==> src/rtl/regfile_wb_sched.sv <==
// Write-back scheduler for the 8x16 register file: round-robin arbitration of ALU and
// load results onto the single write port, plus a per-register pending-write scoreboard.
module regfile_wb_sched #(
    parameter int DATA_W = 16,
    parameter int CNT_W  = 2
) (
    input  logic              clk,
    input  logic              rst,
    input  logic              alu_valid,
    output logic              alu_ready,
    input  logic [2:0]        alu_dr,
    input  logic [DATA_W-1:0] alu_data,
    input  logic              mem_valid,
    output logic              mem_ready,
    input  logic [2:0]        mem_dr,
    input  logic [DATA_W-1:0] mem_data,
    input  logic              issue_valid,
    input  logic [2:0]        issue_dr,
    output logic              issue_ready,
    input  logic [2:0]        sr1,
    input  logic [2:0]        sr2,
    output logic              sr1_busy,
    output logic              sr2_busy,
    output logic              rf_ld_reg,
    output logic [2:0]        rf_dr,
    output logic [DATA_W-1:0] rf_global,
    output logic              wb_err
);
    localparam logic [CNT_W-1:0] CNT_MAX  = '1;
    localparam logic [CNT_W-1:0] CNT_ZERO = '0;
    localparam logic [CNT_W-1:0] CNT_ONE  = {{(CNT_W-1){1'b0}}, 1'b1};

    typedef enum logic {SRC_ALU = 1'b0, SRC_MEM = 1'b1} src_t;

    src_t              r_last_grant;
    src_t              w_last_grant_nxt;
    logic              r_ld_reg;
    logic [2:0]        r_dr;
    logic [DATA_W-1:0] r_global;
    logic              r_err;
    logic [CNT_W-1:0]  r_pending [8];
    logic [CNT_W-1:0]  w_pending_nxt [8];
    logic              w_grant_alu;
    logic              w_grant_mem;
    logic              w_issue_acc;
    logic              w_err_set;
    logic [7:0]        w_inc;
    logic [7:0]        w_dec;

    // Grant arbitration; on a tie the source that did not win last time goes first.
    always_comb begin
        w_grant_alu      = 1'b0;
        w_grant_mem      = 1'b0;
        w_last_grant_nxt = r_last_grant;
        if (alu_valid && (!mem_valid || r_last_grant == SRC_MEM)) begin
            w_grant_alu      = 1'b1;
            w_last_grant_nxt = SRC_ALU;
        end else if (mem_valid) begin
            w_grant_mem      = 1'b1;
            w_last_grant_nxt = SRC_MEM;
        end
    end

    assign alu_ready   = w_grant_alu;
    assign mem_ready   = w_grant_mem;
    assign issue_ready = (r_pending[issue_dr] != CNT_MAX);
    assign w_issue_acc = issue_valid && issue_ready;
    assign w_inc       = w_issue_acc ? (8'b1 << issue_dr) : 8'b0;
    assign w_dec       = r_ld_reg ? (8'b1 << r_dr) : 8'b0;
    assign sr1_busy    = (r_pending[sr1] != CNT_ZERO);
    assign sr2_busy    = (r_pending[sr2] != CNT_ZERO);

    // An issue and a write-back to the same register in one cycle cancel out.
    always_comb begin
        w_err_set = 1'b0;
        for (int i = 0; i < 8; i++) begin
            w_pending_nxt[i] = r_pending[i];
            if (w_inc[i] && !w_dec[i]) begin
                w_pending_nxt[i] = r_pending[i] + CNT_ONE;
            end else if (w_dec[i] && !w_inc[i]) begin
                if (r_pending[i] == CNT_ZERO) begin
                    w_err_set = 1'b1;
                end else begin
                    w_pending_nxt[i] = r_pending[i] - CNT_ONE;
                end
            end
        end
    end

    always_ff @(posedge clk or posedge rst) begin
        if (rst) begin
            r_last_grant <= SRC_MEM;
            r_ld_reg     <= 1'b0;
            r_dr         <= 3'd0;
            r_global     <= '0;
            r_err        <= 1'b0;
            for (int i = 0; i < 8; i++) begin
                r_pending[i] <= CNT_ZERO;
            end
        end else begin
            r_last_grant <= w_last_grant_nxt;
            r_ld_reg     <= w_grant_alu || w_grant_mem;
            if (w_grant_alu) begin
                r_dr     <= alu_dr;
                r_global <= alu_data;
            end else if (w_grant_mem) begin
                r_dr     <= mem_dr;
                r_global <= mem_data;
            end
            if (w_err_set) begin
                r_err <= 1'b1;
            end
            for (int i = 0; i < 8; i++) begin
                r_pending[i] <= w_pending_nxt[i];
            end
        end
    end

    assign rf_ld_reg = r_ld_reg;
    assign rf_dr     = r_dr;
    assign rf_global = r_global;
    assign wb_err    = r_err;
endmodule
==> config.mk <==
export PLATFORM = sky130hd
export DESIGN_NAME = regfile_wb_sched
export DESIGN_NICKNAME = d
export VERILOG_FILES = /design/src/rtl/regfile_wb_sched.sv
export SDC_FILE = /design/constraint.sdc
export NUM_CORES = 1
export LEC_CHECK = 0
export CORE_AREA = 2 2 89 91
export CTS_BUF_LIST = sky130_fd_sc_hd__clkbuf_8
export CTS_CLUSTER_SIZE = 20
export DETAILED_ROUTE_END_ITERATION = 12
export DIE_AREA = 0 0 91 93
export HOLD_SLACK_MARGIN = 0.15
export PLACE_DENSITY = 0.68
export SYNTH_ARGS = -nofsm -noshare
export SYNTH_HDL_FRONTEND = slang
export SYNTH_SLANG_ARGS = --single-unit
==> constraint.sdc <==
create_clock -name clk -period 6.8 [get_ports clk]
set_clock_uncertainty 0.2 [all_clocks]
set_input_delay 0.68 -clock clk [delete_from_list [all_inputs] [get_ports clk]]
set_output_delay 0.68 -clock clk [all_outputs]
set_load 0.005 [all_outputs]
==> results of run 1 <==
## per-stage QoR
stage	hold slack, ns	instances	area [sq um]	setup slack (ns)
2_1_floorplan	0.279	266	2540	4.35
3_3_place_gp	0.295	441	3420	3.33
3_5_place_dp	0.300	441	3420	3.26
4_1_cts	0.327	449	3520	3.25
5_1_grt	0.334	449	3520	3.12
6_report	0.323	449	3520	3.25
## synth_stat cells, types with 3 or more instances
cell type | count | area share
sky130_fd_sc_hd__nor3_1 | 6 | 0.012
sky130_fd_sc_hd__nor4_1 | 3 | 0.0074
sky130_fd_sc_hd__or3_1 | 3 | 0.0074
sky130_fd_sc_hd__nor3b_1 | 8 | 0.024
sky130_fd_sc_hd__dfrtp_1 | 37 | 0.36
sky130_fd_sc_hd__nand2b_1 | 3 | 0.0074
sky130_fd_sc_hd__mux4_2 | 4 | 0.035
sky130_fd_sc_hd__o21ai_0 | 20 | 0.039
sky130_fd_sc_hd__inv_1 | 17 | 0.025
sky130_fd_sc_hd__and2_1 | 19 | 0.047
sky130_fd_sc_hd__ha_1 | 16 | 0.079
sky130_fd_sc_hd__mux2i_1 | 3 | 0.012
sky130_fd_sc_hd__nor2b_1 | 15 | 0.037
sky130_fd_sc_hd__clkbuf_1 | 6 | 0.0089
sky130_fd_sc_hd__a21oi_1 | 5 | 0.0099
sky130_fd_sc_hd__a221o_1 | 19 | 0.075
sky130_fd_sc_hd__nand2_1 | 27 | 0.040
sky130_fd_sc_hd__nor4b_1 | 6 | 0.021
sky130_fd_sc_hd__or3_2 | 3 | 0.0089
sky130_fd_sc_hd__nand3_1 | 5 | 0.0099
sky130_fd_sc_hd__nor2_1 | 19 | 0.028
## cell type report
class,instances,area [sq um],area share
multi-input cells,203,1480,0.420
flip-flops and latches,38,952,0.270
repair buffers,81,801,0.227
well taps,102,128,0.0362
clock buffers,6,82.6,0.0234
inverters,17,63.8,0.0181
clock inverters,2,16.3,0.00462
## per-layer routing
layer / global-route usage / vias to the layer above
met1: 0.197 / 1103
li1: - / 1124
met3: 0.0637 / 12
met5: 0 / -
met2: 0.246 / 92
met4: 0.0505 / 0
## worst max-delay path, cell delays in order
cell	delay, ns
sky130_fd_sc_hd__clkdlybuf4s50_1	0.79
sky130_fd_sc_hd__nand4bb_2	0.27
sky130_fd_sc_hd__nand4_4	0.17
sky130_fd_sc_hd__mux2i_1	0.18
sky130_fd_sc_hd__clkdlybuf4s50_1	0.57
## power groups by stage
stage	logic (uW)	registers [uW]	clock network, uW
floorplan	104	293	0
global placement	195	302	0
detailed placement	200	301	0
CTS	200	298	177
global route	221	304	183
finish	197	298	171
## logic make-up (layout without fill, tap and decap cells)
| kind of cell | Yosys count | in the layout | synth area share |
|---|---|---|---|
| mux | 7 | 7 | 0.0473 |
| simple gates | 130 | 130 | 0.315 |
| fa+ha+maj | 16 | 16 | 0.0788 |
| compound gates | 50 | 50 | 0.141 |
| buf+inv | 25 | 106 | 0.0429 |
| flops | 38 | 38 | 0.375 |
## path summary, 6_finish.rpt
check	depth (start not counted)	slack [ns]	end
worst max-delay path	5	3.25	issue_ready
worst min-delay path	1	0.32	rf_global[1]
worst max register to register	7	4.43	wb_err
worst min register to register	1	0.32	rf_global[1]
max in group asynchronous	3	5.45	r_last_grant
min in group asynchronous	3	0.59	rf_global[5]
==> flow_summary.toml, run 1 <==
[routing]
via_count = 2331
detail_route.vias_per_cell = 5.19
dr.first_iter.drc_count = 131
route.antenna.remaining_nets = 0
routedWlPerCell_microns = 13.9
drcViolationCount = 0
first_pass_iters = 4
route.layer.met1.wl_microns = 2670
wl_met3_microns = 609
highest_metal_layer_with_signal_wires = "met4"
dr_wl_met2_microns = 2830
drt-total-wl_microns = 6230

[clock_network]
ctsLongestPathBuffers = 2
cts_setup_buffers = 0
cts_repair_resize_count = 0
tritoncts = "yes"
clk-insertion-delay-late_ns = 0.30
tritoncts.num_buffers = 5
clock_sinks = 38
clk_transition_reported_paths_ns = 0.08
postCtsHoldBufs = 0
clock_tree.root_cell = "sky130_fd_sc_hd__clkbuf_8"
htreeDepth = 2

[cells_and_area]
layout.cells.most_common_list = "sky130_fd_sc_hd__clkdlybuf4s50_1, sky130_fd_sc_hd__dfrtp_1, sky130_fd_sc_hd__nand2_1, sky130_fd_sc_hd__o21ai_0"
fin_util = 0.468
final_layout_size_suffix_gt1_frac = 0.0807
mostFrequentLayoutCell = "sky130_fd_sc_hd__clkdlybuf4s50_1"
area_growth_pct = 38.7
final.fill_count = 761
fin_nets = 414
insertedDiodeCount = 0

[pwr]
internal-power_uw = 455
share_seq_of_total_power = 0.447
total_power_uw = 667
share_comb_of_total_power = 0.296
power.share.switching = 0.317
power_density_over_cell_area_mw_per_mm2 = 189
p_clk_frac = 0.257
power.static_leakage_uw = 0.00157
ir_worst_vdd_mv = 0.0981
switching_power_uw = 211

[worst_hold_path]
hold_start = "rf_global[1]"
min_path_type = "register to register"

[worst_setup_path]
worst-endpoint-required_ns = 5.92
crit_path_start = "issue_dr[1]"
kind_of_launch_point_of_the_worst_setup_path = "primary input"
cp_max_fo = 15
timing.critical_path.to_type = "output port"
worstReg2RegStart = "r_pending[2]"
category_of_the_critical_setup_timing_path = "primary input to output port"
crit_arrival_ns = 2.67

[timing]
setup_total_negative_slack_ns = 0
final-setup-viol-count = 0
fmax_mhz = 282
worst-slew-pin-transition_ns = 0.574
final-max-slew-violation-count = 0
maxSlewHeadroom = 0.616
hold_viol_final = 0
finalCritPeriodShare = 0.522
min_period_ns = 3.55
setup_repair_after_global_routing_missed_its_margin = "false"

[synthesis]
seq_area_frac_synth = 0.375
synth-edff-count = 0
yosys_most_used_dff = "sky130_fd_sc_hd__dfrtp_1"
net_count_synth = 334
synth_area_per_cell_sq_um = 9.55
synth.distinct_cells = 34
syn_area_sq_mm = 0.00254
netlist_instances = 266
yosysWarningCount = 0
synth-async-reset-ratio = 1.00
synth-seq-cells = 38

[die]
design.portCount = 78
chipHeight_microns = 93
start_util = 0.337
core_sq_mm = 0.00753
die_area_sq_mm = 0.00846
num_rows = 32
die_width_microns = 91

[job]
number_of_violations_of_the_max_capacitance_limit = 0

[grt]
global_route_wire_length_before_repair_microns = 10700
grtUsageTotal = 0.157
global_route.overflow_total = 0
grt_pass1_vias = 2280
grt_max_degree = 39
antenna_found_initial = 0

[run_status]
run_status = "complete, no violations"

[place]
port-buffer-count = 77
hpwl_microns = 4810
place_congestion = 0.789
Note: power is estimated with default switching activity, not from simulation.
==> inputs of run 2 (changes only) <==
- clock period: 6.8 -> 3.6 ns (I/O delays scaled with it)
==> flow_summary.toml, run 2 (same netlist as run 1, synthesis figures left out) <==
[routing]
first_pass_iters = 4
dr.first_iter.drc_count = 103
detail_route.vias_per_cell = 5.12
drcViolationCount = 0
drt-total-wl_microns = 6560
via_count = 2299
route.antenna.remaining_nets = 0
routedWlPerCell_microns = 14.6

[timing]
fin_worst_hold_slack_ns = 0.280
setup_repair_after_global_routing_missed_its_margin = "false"
finalCritPeriodShare = 0.825
setup_total_negative_slack_ns = 0
maxSlewHeadroom = 0.576
hold_viol_final = 0
fmax_mhz = 337
min_period_ns = 2.97
final-max-slew-violation-count = 0
final-setup-viol-count = 0
worst-slew-pin-transition_ns = 0.634

[place]
place_congestion = 0.811
port-buffer-count = 77
hpwl_microns = 4980

[run_status]
run_status = "complete, no violations"

[grt]
grt_use_met3 = 0.0556
grtUsageTotal = 0.163
gr-usage-met2 = 0.267
global_route.overflow_total = 0
grt_busiest_layer = "met2"
global_route_wire_length_before_repair_microns = 11100
grt_pass1_vias = 2327
globalRouteMet1Util = 0.205
antenna_found_initial = 0
grt_max_degree = 39

[clock_network]
tritoncts = "yes"
clk_transition_reported_paths_ns = 0.09
tritoncts.num_buffers = 5
cts_setup_buffers = 0
clock_tree.root_cell = "sky130_fd_sc_hd__clkbuf_8"
clock_sinks = 38
cts_repair_resize_count = 0
htreeDepth = 2
postCtsHoldBufs = 0
ctsLongestPathBuffers = 2
clk-insertion-delay-late_ns = 0.30

[worst_hold_path]
min_path_type = "primary input to asynchronous set/reset pin"

[die]
num_rows = 32
start_util = 0.337
chipHeight_microns = 93
die_width_microns = 91
core_sq_mm = 0.00753
design.portCount = 78
die_area_sq_mm = 0.00846

[cells_and_area]
mostFrequentLayoutCell = "sky130_fd_sc_hd__clkdlybuf4s50_1"
area_growth_pct = 40.2
insertedDiodeCount = 0
fin_nets = 414
final_layout_size_suffix_gt1_frac = 0.0807
layout.cells.most_common_list = "sky130_fd_sc_hd__clkdlybuf4s50_1, sky130_fd_sc_hd__dfrtp_1, sky130_fd_sc_hd__nand2_1, sky130_fd_sc_hd__o21ai_0"

[pwr]
ir_worst_vdd_mv = 0.216
power.static_leakage_uw = 0.00159
power_density_over_cell_area_mw_per_mm2 = 389
total_power_uw = 1390

[worst_setup_path]
cp_max_fo = 15
crit_arrival_ns = 2.41
category_of_the_critical_setup_timing_path = "primary input to output port"
kind_of_launch_point_of_the_worst_setup_path = "primary input"
timing.critical_path.to_type = "output port"
worst-endpoint-required_ns = 3.04

[job]
number_of_violations_of_the_max_capacitance_limit = 0
[run 2: layout make-up]
class | count | area, sq um
Fill cell | 727 | 3970
Multi-Input combinational cell | 203 | 1480
Sequential cell | 38 | 952
Timing Repair Buffer | 81 | 801
Tap cell | 102 | 128
Clock buffer | 5 | 68.8
Clock inverter | 3 | 68.8
Inverter | 17 | 63.8
[run 2: through the flow]
stage | instance area, sq um | utilization | worst slack (ns) | cells
floorplan | 2540 | - | 1.46 | 266
global placement | 3420 | 0.455 | 0.548 | 441
detailed placement | 3420 | 0.455 | 0.494 | 441
CTS | 3560 | 0.473 | 0.659 | 449
global route | 3560 | 0.473 | 0.528 | 449
finish | 3560 | 0.473 | 0.632 | 449
[run 2: critical path, cell delays in order]
cell,delay [ns]
sky130_fd_sc_hd__clkdlybuf4s50_1,0.79
sky130_fd_sc_hd__nand4bb_2,0.27
sky130_fd_sc_hd__nand4_4,0.17
sky130_fd_sc_hd__mux2i_1,0.24
sky130_fd_sc_hd__clkdlybuf4s50_1,0.57
[run 2: report_power, final]
group | switching [uW] | internal, uW | leakage (uW)
Combinational | 158 | 217 | 0.00105
Clock | 170 | 278 | 0.0000683
Sequential | 77.6 | 486 | 0.000473
[run 2: worst paths after layout]
path / startpoint / end / slack, ns / depth (start not counted)
min in group clk: rf_global[9] / rf_global[9] / 0.32 / 1
worst min register to register: rf_global[9] / rf_global[9] / 0.32 / 1
worst max register to register: r_pending[2] / wb_err / 1.22 / 7
worst min-delay path: rst / wb_err / 0.28 / 3
worst max-delay path: issue_dr[1] / issue_ready / 0.63 / 5
max in group asynchronous: rst / r_last_grant / 2.55 / 3
[run 2: per-layer routing]
layer / part of all wire / vias up
met5: 0 / -
li1: - / 1124
met2: 0.45 / 108
met1: 0.43 / 1059
met4: 0.015 / 0
met3: 0.10 / 8
==> inputs of run 3 (changes only) <==
- PLACE_DENSITY: 0.68 -> 0.71
- clock period: 3.6 -> 2.5 ns (I/O delays scaled with it)
==> flow_summary.toml, run 3 (same netlist as run 1, synthesis figures left out) <==
[clock_network]
ctsLongestPathBuffers = 2
clock_sinks = 38
clk_transition_reported_paths_ns = 0.08
clock_tree.root_cell = "sky130_fd_sc_hd__clkbuf_8"
clk-insertion-delay-late_ns = 0.30
tritoncts = "yes"
tritoncts.num_buffers = 5
htreeDepth = 2

[worst_setup_path]
critPathMaxStageDelay_ns = 0.47
path_depth = 8
category_of_the_critical_setup_timing_path = "register to register"
worstRegToRegCells = 8
crit_arrival_ns = 2.33
timing.critical_path.buf_inv = 1
crit_path_start = "r_pending[4]"
worstReg2RegStart = "r_pending[4]"
kind_of_launch_point_of_the_worst_setup_path = "register"
cp_max_fo = 8
cpLargestDelayFamily = "simple AND/OR/NAND/NOR gates"
r2r_slack_ns = 0.15
critical_path.slowest_cell = "sky130_fd_sc_hd__or3_2"
timing.critical_path.cells = "buf_4, nand4b_1, nand4_4, or3_2, ha_1, nor4b_1, a311oi_1, nand3_1"
timing.critical_path.to_type = "register"
worst-endpoint-required_ns = 2.47
worst_setup_path_endpoint = "wb_err"
regToRegEndpoint = "wb_err"

[routing]
drt-total-wl_microns = 6700
route.layer.met1.wl_microns = 3000
dr_wl_met2_microns = 3080
via_count = 2430
drcViolationCount = 0
wl_met3_microns = 480
detail_route.vias_per_cell = 5.00
route.antenna.remaining_nets = 0
routedWlPerCell_microns = 13.8
first_pass_iters = 4
dr.first_iter.drc_count = 92
highest_metal_layer_with_signal_wires = "met4"

[timing]
finalCritPeriodShare = 0.941
hold_viol_final = 0
setup_repair_after_global_routing_missed_its_margin = "false"
fin_worst_hold_slack_ns = 0.174
final-max-slew-violation-count = 0
min_period_ns = 2.35
maxSlewHeadroom = 0.672
final-setup-viol-count = 0
fmax_mhz = 425
worst-slew-pin-transition_ns = 0.492

[cells_and_area]
fin_nets = 451
area_growth_pct = 49.5
final_layout_size_suffix_gt1_frac = 0.185
layout.cells.most_common_list = "sky130_fd_sc_hd__clkdlybuf4s50_1, sky130_fd_sc_hd__buf_4, sky130_fd_sc_hd__dfrtp_1, sky130_fd_sc_hd__nand2_1, sky130_fd_sc_hd__o21ai_0"
fin_util = 0.504
insertedDiodeCount = 0
mostFrequentLayoutCell = "sky130_fd_sc_hd__clkdlybuf4s50_1"

[die]
die_area_sq_mm = 0.00846
design.portCount = 78
chipHeight_microns = 93
die_width_microns = 91
num_rows = 32
core_sq_mm = 0.00753
start_util = 0.337

[grt]
global_route.overflow_total = 0
grt_pass1_vias = 2442
grtUsageTotal = 0.169
global_route_wire_length_before_repair_microns = 11500
grt_max_degree = 39
antenna_found_initial = 0

[pwr]
power.static_leakage_uw = 0.00177
ir_worst_vdd_mv = 0.193
power_density_over_cell_area_mw_per_mm2 = 481

[place]
place_congestion = 0.917
port-buffer-count = 77
hpwl_microns = 5220

[worst_hold_path]
min_path_type = "primary input to asynchronous set/reset pin"

[run_status]
run_status = "complete, no violations"

[job]
number_of_violations_of_the_max_capacitance_limit = 0
run 3: cell types whose count changed in the layout (fill, tap and decap cells not counted), moves of 3 or more:
cell / before / now
sky130_fd_sc_hd__clkdlybuf4s50_1: 77 / 72
sky130_fd_sc_hd__buf_4: 4 / 41
sky130_fd_sc_hd__dfrtp_2: 0 / 8
sky130_fd_sc_hd__dlygate4sd2_1: 0 / 3
sky130_fd_sc_hd__dfrtp_1: 37 / 29
run 3: worst min path at each step:
stage,endpoint,depth (start not counted),slack (ns)
after floorplan,r_last_grant,1,0.10
after global placement,rf_global[3],1,0.30
after detailed placement,rf_global[1],1,0.30
after CTS,wb_err,3,0.19
after global routing,r_pending[2],3,0.25
final,r_pending[6],3,0.17
run 3: through the flow:
stage | total power, uW | worst slack (ns) | setup TNS [ns] | std cells | cell area (sq um)
after detailed placement | 1420 | -0.336 | -2.67 | 473 | 3660
after floorplan | 1080 | 0.364 | 0 | 266 | 2540
after global placement | 1400 | -0.253 | -1.67 | 473 | 3660
final | 1820 | 0.147 | 0 | 486 | 3800
after global routing | 1950 | 0.0283 | 0 | 486 | 3800
after CTS | 1840 | 0.000376 | 0 | 482 | 3750
run 3: layout make-up:
| type | count | area [sq um] |
|---|---|---|
| Clock inverter | 3 | 15.0 |
| Clock buffer | 5 | 68.8 |
| Timing Repair Buffer | 118 | 1080 |
| Inverter | 17 | 63.8 |
| Sequential cell | 38 | 962 |
| Multi-Input combinational cell | 203 | 1480 |
| Fill cell | 742 | 3730 |
| Tap cell | 102 | 128 |
run 3: what timing repair did:
item                       CTS  global route
hold buffers                 0             0
buffers inserted             1             4
pin swaps                    0             2
setup endpoints to repair    3             3
resized for setup            5             8
run 3: worst reg2reg max path: stages, from the launching register on:
cell                       delay [ns]
sky130_fd_sc_hd__dfrtp_1         0.39
sky130_fd_sc_hd__buf_4           0.14
sky130_fd_sc_hd__nand4b_1        0.13
sky130_fd_sc_hd__nand4_4         0.16
sky130_fd_sc_hd__or3_2           0.48
sky130_fd_sc_hd__ha_1            0.20
sky130_fd_sc_hd__nor4b_1         0.14
sky130_fd_sc_hd__a311oi_1        0.28
sky130_fd_sc_hd__nand3_1         0.12
run 3: report_power, final:
group,switching (uW),internal [uW],leakage [uW]
Clock,220,189,0.0000467
Sequential,108,705,0.000462
Combinational,249,354,0.00126
Total,577,1250,0.00177
run 3: layer usage:
layer  global-route usage  vias up
met4               0.0657        0
met5                    0        -
li1                     -     1203
met2                0.286       88
met3               0.0403       10
met1                0.210     1129
